[config.mk]
export PLATFORM = sky130hd
export DESIGN_NAME = mem_port_arbiter
export DESIGN_NICKNAME = d
export VERILOG_FILES = /design/src/rtl/mem_port_arbiter.sv
export SDC_FILE = /design/constraint.sdc
export NUM_CORES = 1
export LEC_CHECK = 0
export ABC_AREA = 1
export CAP_MARGIN = 15
export CORE_UTILIZATION = 38
export CTS_CLUSTER_SIZE = 20
export DETAILED_ROUTE_END_ITERATION = 6
export PLACE_DENSITY = 0.77
export SLEW_MARGIN = 20
export SYNTH_ARGS = -nofsm -noshare
export SYNTH_HDL_FRONTEND = slang
export SYNTH_SLANG_ARGS = --single-unit
[constraint.sdc]
create_clock -name CLK -period 1.8 [get_ports CLK]
set_clock_uncertainty 0.15 [all_clocks]
set_input_delay 0.36 -clock CLK [delete_from_list [all_inputs] [get_ports CLK]]
set_output_delay 0.36 -clock CLK [all_outputs]
set_load 0.05 [all_outputs]
[src/rtl/mem_port_arbiter.sv]
// mem_port_arbiter
//   Shares one single-ported unified memory between the fetch port and the
//   data port. One transaction at a time, round-robin on contention, a
//   one-cycle done pulse per transaction, and a sticky bus_err on timeout.
//   All state moves on the falling edge of CLK to line up with the pipeline
//   registers.
//
// Ports
//   CLK, Reset_L               clock (falling-edge active), async active-low reset
//   if_req/if_addr             fetch request and address
//   if_rdata/if_done/if_stall  fetched word, completion pulse, fetch waiting
//   d_req/d_we/d_addr/d_wdata  data request (load/store)
//   d_rdata/d_done/d_stall     load data, completion pulse, data waiting
//   mem_*                      memory-side address/data/strobes/ack
//   bus_err                    sticky timeout flag, cleared only by reset
//
// state | meaning
// ------+-----------------------------------------------------------
// IDLE  | no transaction; arbitrate between if_req and d_req
// DBUSY | data access on the memory port, waiting for mem_ack
// IBUSY | fetch on the memory port, waiting for mem_ack
// DDONE | d_done pulse, one cycle, then IDLE
// IDONE | if_done pulse, one cycle, then IDLE

module mem_port_arbiter #(
  parameter int ADDR_W  = 32,
  parameter int DATA_W  = 32,
  parameter int TIMEOUT = 16
) (
  input  logic              CLK,
  input  logic              Reset_L,
  input  logic              if_req,
  input  logic [ADDR_W-1:0] if_addr,
  output logic [DATA_W-1:0] if_rdata,
  output logic              if_done,
  output logic              if_stall,
  input  logic              d_req,
  input  logic              d_we,
  input  logic [ADDR_W-1:0] d_addr,
  input  logic [DATA_W-1:0] d_wdata,
  output logic [DATA_W-1:0] d_rdata,
  output logic              d_done,
  output logic              d_stall,
  output logic [ADDR_W-1:0] mem_addr,
  output logic [DATA_W-1:0] mem_wdata,
  output logic              mem_rd,
  output logic              mem_wr,
  input  logic [DATA_W-1:0] mem_rdata,
  input  logic              mem_ack,
  output logic              bus_err
);

  typedef enum logic [2:0] {IDLE, DBUSY, IBUSY, DDONE, IDONE} state_t;

  // Down-counter loaded with TIMEOUT-1 on grant; reaching zero on a BUSY
  // edge without ack means TIMEOUT busy cycles have elapsed.
  localparam logic [7:0] TMO_LOAD = 8'(TIMEOUT - 1);

  state_t            state, state_nxt;
  logic              last_d;     // 1 = data port received the last grant
  logic [ADDR_W-1:0] addr_q;
  logic [DATA_W-1:0] wdata_q;
  logic              we_q;
  logic [7:0]        tmo_cnt;
  logic              tmo_tc;
  logic              grant_d;
  logic              grant_i;

  assign tmo_tc  = (tmo_cnt == 8'd0);
  // On contention the port opposite the last grant wins.
  assign grant_d = d_req & (~if_req | ~last_d);
  assign grant_i = if_req & (~d_req | last_d);

  always_comb begin
    state_nxt = state;
    case (state)
      IDLE: begin
        if (grant_d)      state_nxt = DBUSY;
        else if (grant_i) state_nxt = IBUSY;
      end
      DBUSY:   if (mem_ack || tmo_tc) state_nxt = DDONE;
      IBUSY:   if (mem_ack || tmo_tc) state_nxt = IDONE;
      default: state_nxt = IDLE;
    endcase
  end

  always_ff @(negedge CLK or negedge Reset_L) begin
    if (!Reset_L) begin
      state    <= IDLE;
      last_d   <= 1'b0;
      addr_q   <= '0;
      wdata_q  <= '0;
      we_q     <= 1'b0;
      tmo_cnt  <= '0;
      if_rdata <= '0;
      d_rdata  <= '0;
      bus_err  <= 1'b0;
    end else begin
      state <= state_nxt;
      case (state)
        IDLE: begin
          if (grant_d) begin
            addr_q  <= d_addr;
            wdata_q <= d_wdata;
            we_q    <= d_we;
            last_d  <= 1'b1;
            tmo_cnt <= TMO_LOAD;
          end else if (grant_i) begin
            addr_q  <= if_addr;
            last_d  <= 1'b0;
            tmo_cnt <= TMO_LOAD;
          end
        end
        DBUSY: begin
          if (mem_ack) begin
            if (!we_q) d_rdata <= mem_rdata;
          end else if (tmo_tc) begin
            d_rdata <= '0;
            bus_err <= 1'b1;
          end else begin
            tmo_cnt <= tmo_cnt - 8'd1;
          end
        end
        IBUSY: begin
          if (mem_ack) begin
            if_rdata <= mem_rdata;
          end else if (tmo_tc) begin
            if_rdata <= '0;
            bus_err  <= 1'b1;
          end else begin
            tmo_cnt <= tmo_cnt - 8'd1;
          end
        end
        default: ;
      endcase
    end
  end

  // Strobes decode straight from state so an async reset drops them at once.
  assign mem_addr  = addr_q;
  assign mem_wdata = wdata_q;
  assign mem_rd    = (state == IBUSY) | ((state == DBUSY) & ~we_q);
  assign mem_wr    = (state == DBUSY) & we_q;
  assign if_done   = (state == IDONE);
  assign d_done    = (state == DDONE);
  assign if_stall  = Reset_L & if_req & ~if_done;
  assign d_stall   = Reset_L & d_req & ~d_done;

endmodule

==> impl_metrics.env, run 1 <==
export IMPL_status="stopped before the end"
export IMPL_lastStage="5_1_grt"
export IMPL_firstError="[ERROR GRT-0232] Routing congestion too high. Check the congestion heatmap in the GUI."
export IMPL_globalRouteTotalUtil_pct=87.8
export IMPL_htree_levels=4
export IMPL_avgSynthCellArea_sq_um=8.84
export IMPL_cts_root_buf="clkbuf_16"
export IMPL_place_congestion=0.845
export IMPL_initial_core_util_pct=39.2
export IMPL_async_flop_share_pct=100
export IMPL_yosysTopAreaCell="dfrtn_1"
export IMPL_ys_seq_area_share_pct=58.9
export IMPL_synthTopCellsByCount="nand2_1, dfrtn_1, nand3_1, o21ai_0, o21a_1"
export IMPL_synth_top_cell_area_share_pct=58.9
export IMPL_synth_nets=818
export IMPL_ys_types=27
export IMPL_synth_area_leaders="dfrtn_1, nand2_1, nand3_1"
export IMPL_synthesis_instances=682
export IMPL_syn_cell_area_sq_um=6030
export IMPL_cts_sinks=142
export IMPL_die_y_um=128
export IMPL_ys_ff_latch=142
export IMPL_grt_max_degree=41
export IMPL_synth_ff_type="dfrtn_1"
export IMPL_dp_hpwl_um=15100
export IMPL_numCtsBuffers=17
export IMPL_port_buffers=268
export IMPL_clock_path_buffers=2
export IMPL_synth_yosys_warnings=0
export IMPL_synth_edff_count=0
export IMPL_worst_endpoint="if_done"
export IMPL_die_width_um=128
export IMPL_place_inst=1181
export IMPL_worstEndpointType="primary output"
export IMPL_overflow=603
export IMPL_row_count=45
export IMPL_synth_most_common_cell="nand2_1"
export IMPL_io_pins=269
export IMPL_cts_hold_fix_buffers=0
[logic make-up after synthesis]
family,share of synthesized area (%)
AO/OA/AOI/OAI,10.5
flip-flops,58.9
buffers and inverters,5.04
AND/OR/NAND/NOR,24.8
XOR/XNOR,0.290
adder cells (fa/ha/maj),0.415
[through the flow]
| stage | hold slack (ps) | worst slack, ps | area, sq um |
|---|---|---|---|
| floorplan | 259 | -895 | 6380 |
| global placement | 272 | -1240 | 10800 |
| detailed placement | 287 | -1250 | 10800 |
| CTS | 302 | -1020 | 14000 |
[metal layers]
layer | GRT overflow | GRT usage, %
met4 | 202 | 105
met5 | 0 | 8.67
met3 | 2 | 66.4
met1 | 0 | 83.0
met2 | 399 | 110
[repair_timing]
item,CTS
setup endpoints to repair,277
gates cloned,28
setup buffers,92
gates resized for setup,310
pin swaps,40
==> run 2, diff against run 1 <==
Settings changed: CORE_UTILIZATION 38 to 25, CTS_CLUSTER_SIZE 20 to not set, PLACE_DENSITY 0.77 to not set, PLACE_DENSITY_LB_ADDON set to 0.15.
Clock period 1.8 ns to 2.3 ns, I/O delays scaled along.
==> run 2 against run 1 <==
Net effect: area after synthesis did not move; the flow now finishes, with violations (negative setup slack); synthesized cell count unchanged.
==> impl_metrics.env, run 2 <==
export IMPL_status="complete, but fails checks"
export IMPL_violations="negative setup slack"
export IMPL_path_max_fanout=4
export IMPL_path_buf_inv=3
export IMPL_ys_ff_latch=142
export IMPL_fin_setup_tns_ps=-80980
export IMPL_die_width_um=157
export IMPL_grt_pass1_wl_um=33600
export IMPL_clock_latency_ps=390
export IMPL_startpoint="state[2]$_DFFE_NN0P_"
export IMPL_htree_levels=4
export IMPL_swShare_pct=42.8
export IMPL_final_area_sq_um=13300
export IMPL_antenna_found_initial=2
export IMPL_crit_path_end_kind="output port"
export IMPL_overflow=0
export IMPL_drc=0
export IMPL_coreArea_sq_um=23500
export IMPL_rr_endpoint="mem_addr[11]$_DFFE_NN0P_"
export IMPL_synth_area_leaders="dfrtn_1, nand2_1, nand3_1"
export IMPL_num_vias=6145
export IMPL_synthesis_instances=682
export IMPL_diodes=0
export IMPL_cts_root_buf="clkbuf_16"
export IMPL_place_congestion=0.771
export IMPL_slew_violations=0
export IMPL_rsz0062_at_grt="yes"
export IMPL_p_int_w=0.0121
export IMPL_synth_top_cell_area_share_pct=58.9
export IMPL_critPathMaxStageDelay_ps=490
export IMPL_synth_most_common_cell="nand2_1"
export IMPL_clkPwrFrac_pct=14.0
export IMPL_crit_type="reg -> out"
export IMPL_initial_core_util_pct=25.6
export IMPL_seqPwrFrac_pct=22.9
export IMPL_comb_power_share_pct=63.0
export IMPL_path_clk_slew_ps=50
export IMPL_reg2reg_from="state[2]$_DFFE_NN0P_"
export IMPL_critPathTopFamily="flip-flops"
export IMPL_yosysTopAreaCell="dfrtn_1"
export IMPL_final_cell_mix="nand2_1, buf_12, dfrtn_1, clkdlybuf4s50_1, buf_4"
export IMPL_cts_sinks=142
export IMPL_switchingPower_w=0.00902
export IMPL_reg2regPathDepth=10
export IMPL_regToRegSetupSlack_ps=160
export IMPL_p_leak_nw=6.06
export IMPL_drtPass1Iterations=4
export IMPL_dp_hpwl_um=14100
export IMPL_ys_seq_area_share_pct=58.9
export IMPL_maxCapViolations=0
export IMPL_crit_chain="inv_2, nor3_4, buf_6, buf_12"
export IMPL_tightest_slew_ps=296
export IMPL_vdd_drop_max_uv=782
export IMPL_power_total_w=0.0211
export IMPL_io_pins=269
export IMPL_post_dp_cell_area_sq_um=11000
export IMPL_synthTopCellsByCount="nand2_1, dfrtn_1, nand3_1, o21ai_0, o21a_1"
export IMPL_grt_pass1_vias=6099
export IMPL_final_common_cell="nand2_1"
export IMPL_avgSynthCellArea_sq_um=8.84
export IMPL_crit_path_end="if_done"
export IMPL_cp_depth=4
export IMPL_nets=1200
export IMPL_drt_iter0_drc=218
export IMPL_grt_max_degree=48
export IMPL_fp_dieArea_sq_um=24800
export IMPL_pwr_density_cell_nw_per_um2=1580
export IMPL_dpl_worst_slack_ps=-1070
export IMPL_viasPerCell=4.40
export IMPL_numCtsBuffers=17
export IMPL_slew_headroom_pct=80.3
export IMPL_synth_ff_type="dfrtn_1"
export IMPL_syn_cell_area_sq_um=6030
export IMPL_setup_viol=211
export IMPL_slowest_stage="dfrtn_1"
export IMPL_ant_nets=0
export IMPL_synth_edff_count=0
export IMPL_wirelength_um=22700
export IMPL_row_count=56
export IMPL_synth_nets=818
export IMPL_hold_violations=0
export IMPL_syn2layout_area_growth_pct=121
export IMPL_tritoncts="done"
export IMPL_globalRouteTotalUtil_pct=18.0
export IMPL_synth_yosys_warnings=0
export IMPL_layout_setup_ws_ps=-883
export IMPL_clock_path_buffers=2
export IMPL_die_y_um=157
export IMPL_ys_types=27
export IMPL_hold_path_class="reg -> reg"
export IMPL_port_buffers=268
export IMPL_layout_drive_gt1_share_pct=43.4
export IMPL_arrival_ps=2570
export IMPL_critPathLaunchType="register"
export IMPL_critPathRequiredTime_ps=1690
export IMPL_wl_per_cell_um=16.2
export IMPL_async_flop_share_pct=100
run 2: cell type report:
cell class,count,area (sq um)
timing repair buffer,403,5710
inverter,19,85.1
tap,319,399
clock buffer,19,453
clock inverter,13,176
sequential,142,3550
fill,2055,10200
multi-input combinational,481,2960
run 2: worst min-delay path by stage:
stage | startpoint | end | cells after the start
after floorplan | tmo_cnt[0]$_DFFE_NN0P_ | tmo_cnt[0]$_DFFE_NN0P_ | 3
after global placement | tmo_cnt[0]$_DFFE_NN0P_ | tmo_cnt[0]$_DFFE_NN0P_ | 3
after detailed placement | tmo_cnt[0]$_DFFE_NN0P_ | tmo_cnt[0]$_DFFE_NN0P_ | 3
after CTS | tmo_cnt[0]$_DFFE_NN0P_ | tmo_cnt[0]$_DFFE_NN0P_ | 3
after global routing | tmo_cnt[0]$_DFFE_NN0P_ | tmo_cnt[0]$_DFFE_NN0P_ | 3
final | tmo_cnt[0]$_DFFE_NN0P_ | tmo_cnt[0]$_DFFE_NN0P_ | 3
run 2: metal layers:
layer	vias up	GRT usage [%]	share of wire (%)
met5	-	0	0.12
li1	2989	-	-
met2	215	28.3	47
met1	2911	22.0	42
met3	26	7.76	9.1
met4	4	5.64	1.5
run 2: power groups by stage:
stage                     registers [W]  clock network, W  logic, W
after global routing            0.00497           0.00317    0.0139
after floorplan                 0.00768                 0   0.00241
after CTS                       0.00482           0.00305    0.0127
after detailed placement        0.00484                 0    0.0112
final                           0.00484           0.00296    0.0133
after global placement          0.00482                 0    0.0111
run 2: metrics by stage:
| stage | util, % | std cells | hold WS (ps) |
|---|---|---|---|
| 6_report | 56.7 | 1396 | 295 |
| 4_1_cts | 54.8 | 1379 | 283 |
| 5_1_grt | 56.7 | 1396 | 316 |
| 3_3_place_gp | 46.6 | 1282 | 276 |
| 3_5_place_dp | 46.6 | 1282 | 281 |
| 2_1_floorplan | - | 682 | 259 |
run 2: worst reg2reg max path: stages (launching register included):
cell and delay [ps]:
dfrtn_1 490, inv_2 110, buf_4 140, buf_4 120, buf_4 120, nand2_1 160
a21oi_4 60, buf_12 170, clkbuf_16 170, buf_4 130, o21a_1 170
run 2: what timing repair did:
action                                  in CTS  in global routing
gates resized for setup                    162                 68
gates cloned                                12                  9
buffers inserted                            54                 15
hold endpoints to repair                     0                  0
pin swaps                                   19                 36
endpoints found under the setup margin     277                252
hold buffers                                 0                  0
run 2: kinds of logic after synthesis:
| kind of cell | share of synthesized area, % |
|---|---|
| simple gates | 24.8 |
| flops | 58.9 |
| compound gates | 10.5 |
| buf+inv | 5.04 |
| xor+xnor | 0.290 |
| fa+ha+maj | 0.415 |
Power figures use the tool's default switching activity.
==> run 3, diff against run 2 <==
Settings changed: CAP_MARGIN 15 to 30, CORE_MARGIN set to 2.
==> run 3 against run 2 <==
Net effect: the run still ends with negative setup slack left; flip-flop and latch count stayed put; global-route usage down 0.25 points; worst hold slack improved by 3.5 ps; total power rose by 0.33%; non-clock buffer count is 10 higher.
==> impl_metrics.env, run 3 (synthesis gave the netlist of run 2 again) <==
export IMPL_wirelength_um=24100
export IMPL_swShare_pct=43.4
export IMPL_dp_hpwl_um=15000
export IMPL_grt_pass1_wl_um=35300
export IMPL_seqCellArea_sq_um=3550
export IMPL_top_usage_layer="met2"
export IMPL_drc=0
export IMPL_use_met2_pct=27.9
export IMPL_overflow=0
export IMPL_layout_drive_gt1_share_pct=44.3
export IMPL_nets=1211
export IMPL_seqPwrFrac_pct=23.0
export IMPL_n_fill_cell=2033
export IMPL_path_clk_slew_ps=40
export IMPL_num_vias=6333
export IMPL_use_met1_pct=22.1
export IMPL_pwr_density_cell_nw_per_um2=1560
export IMPL_fp_dieArea_sq_um=25400
export IMPL_critPathLaunchType="register"
export IMPL_row_count=56
export IMPL_cts_root_buf="clkbuf_16"
export IMPL_layout_setup_ws_ps=-901
export IMPL_slew_violations=0
export IMPL_diodes=0
export IMPL_critPathRequiredTime_ps=1690
export IMPL_syn2layout_area_growth_pct=124
export IMPL_met3_usage_pct=7.32
export IMPL_initial_core_util_pct=25.5
export IMPL_numCtsBuffers=17
export IMPL_clock_latency_ps=400
export IMPL_maxCapViolations=0
export IMPL_hold_violations=0
export IMPL_switchingPower_w=0.00919
export IMPL_grt_pass1_vias=6246
export IMPL_place_congestion=0.816
export IMPL_tritoncts="done"
export IMPL_antenna_found_initial=1
export IMPL_crit_type="reg -> out"
export IMPL_path_max_fanout=3
export IMPL_crit_path_end_kind="output port"
export IMPL_die_width_um=159
export IMPL_die_y_um=159
export IMPL_setup_viol=242
export IMPL_clkPwrFrac_pct=12.9
export IMPL_hold_slack_ps=299
export IMPL_p_leak_nw=6.14
export IMPL_tightest_slew_ps=417
export IMPL_rsz0062_at_grt="yes"
export IMPL_viasPerCell=4.50
export IMPL_final_common_cell="nand2_1"
export IMPL_wl_per_cell_um=17.1
export IMPL_comb_power_share_pct=64.1
export IMPL_io_pins=269
export IMPL_final_cell_mix="nand2_1, buf_12, dfrtn_1, clkdlybuf4s50_1, buf_4"
export IMPL_clock_path_buffers=2
export IMPL_power_total_w=0.0212
export IMPL_hold_path_class="reg -> reg"
export IMPL_fin_util_pct=57.3
export IMPL_dpl_worst_slack_ps=-1110
export IMPL_status="complete, but fails checks"
export IMPL_vdd_drop_max_uv=904
export IMPL_arrival_ps=2590
export IMPL_slew_headroom_pct=72.1
export IMPL_violations="negative setup slack"
export IMPL_globalRouteTotalUtil_pct=17.7
export IMPL_p_int_w=0.0120
export IMPL_coreArea_sq_um=23600
export IMPL_drtPass1Iterations=4
export IMPL_htree_levels=4
export IMPL_drt_iter0_drc=274
export IMPL_port_buffers=268
export IMPL_ant_nets=0
export IMPL_grt_max_degree=45
export IMPL_cts_sinks=142
export IMPL_multi_input_comb_area_sq_um=3050
run 3: changes by cell type in the layout (fill, tap and decap cells not counted), sizes merged:
| cell | previous run | this run |
|---|---|---|
| bufinv | 3 | 1 |
| clkbuf | 26 | 28 |
| nand2 | 274 | 275 |
| bufbuf | 0 | 1 |
| clkinvlp | 4 | 6 |
| buf | 267 | 273 |
run 3: layout make-up:
cell class	count	area share, %
flip-flops and latches	142	26.3
well taps	319	2.95
multi-input cells	482	22.5
clock inverters	13	0.971
clock buffers	18	3.24
inverters	19	0.629
repair buffers	413	43.4
run 3: path summary, 6_finish.rpt:
kind                                              to  depth (start not counted)              startpoint  slack (ps)
max                                           d_done                          4    state[2]$_DFFE_NN0P_        -900
min                           tmo_cnt[0]$_DFFE_NN0P_                          3  tmo_cnt[0]$_DFFE_NN0P_         300
max reg2reg                  d_rdata[25]$_DFFE_NN0P_                          8  tmo_cnt[0]$_DFFE_NN0P_         260
min reg2reg                   tmo_cnt[0]$_DFFE_NN0P_                          3  tmo_cnt[0]$_DFFE_NN0P_         300
max in group asynchronous  mem_wdata[15]$_DFFE_NN0P_                          2                 Reset_L         620
min in group asynchronous   mem_addr[26]$_DFFE_NN0P_                          1                 Reset_L         810
run 3: per-stage QoR:
step	area [sq um]	cells	setup TNS, ps
2_1_floorplan	6380	682	-68210
3_3_place_gp	11000	1289	-141120
3_5_place_dp	11000	1289	-144140
4_1_cts	12800	1369	-88170
5_1_grt	13500	1406	-94610
6_report	13500	1406	-83750
run 3: critical path, cell delays in order, from the launching register on:
cell	delay, ps
dfrtn_1	370
buf_4	150
nor3_4	260
buf_6	140
buf_12	120
run 3: per-layer routing:
layer,up-vias,share of wire [%]
met5,-,0.066
met4,2,2.0
met3,32,8.4
met2,225,48
met1,3065,42
li1,3009,-
run 3: power by group through the flow:
stage | Sequential (W) | Clock [W] | Combinational (W)
6_report | 0.00486 | 0.00272 | 0.0136
5_1_grt | 0.00499 | 0.00291 | 0.0142
4_1_cts | 0.00484 | 0.00280 | 0.0128
3_5_place_dp | 0.00486 | 0 | 0.0114
3_3_place_gp | 0.00484 | 0 | 0.0114
2_1_floorplan | 0.00768 | 0 | 0.00241
run 3: repair_timing:
action	CTS	global route
gates resized for setup	163	90
endpoints found under the setup margin	277	265
buffers inserted	40	31
pin swaps	22	19
hold buffers	0	0
cloned	10	13
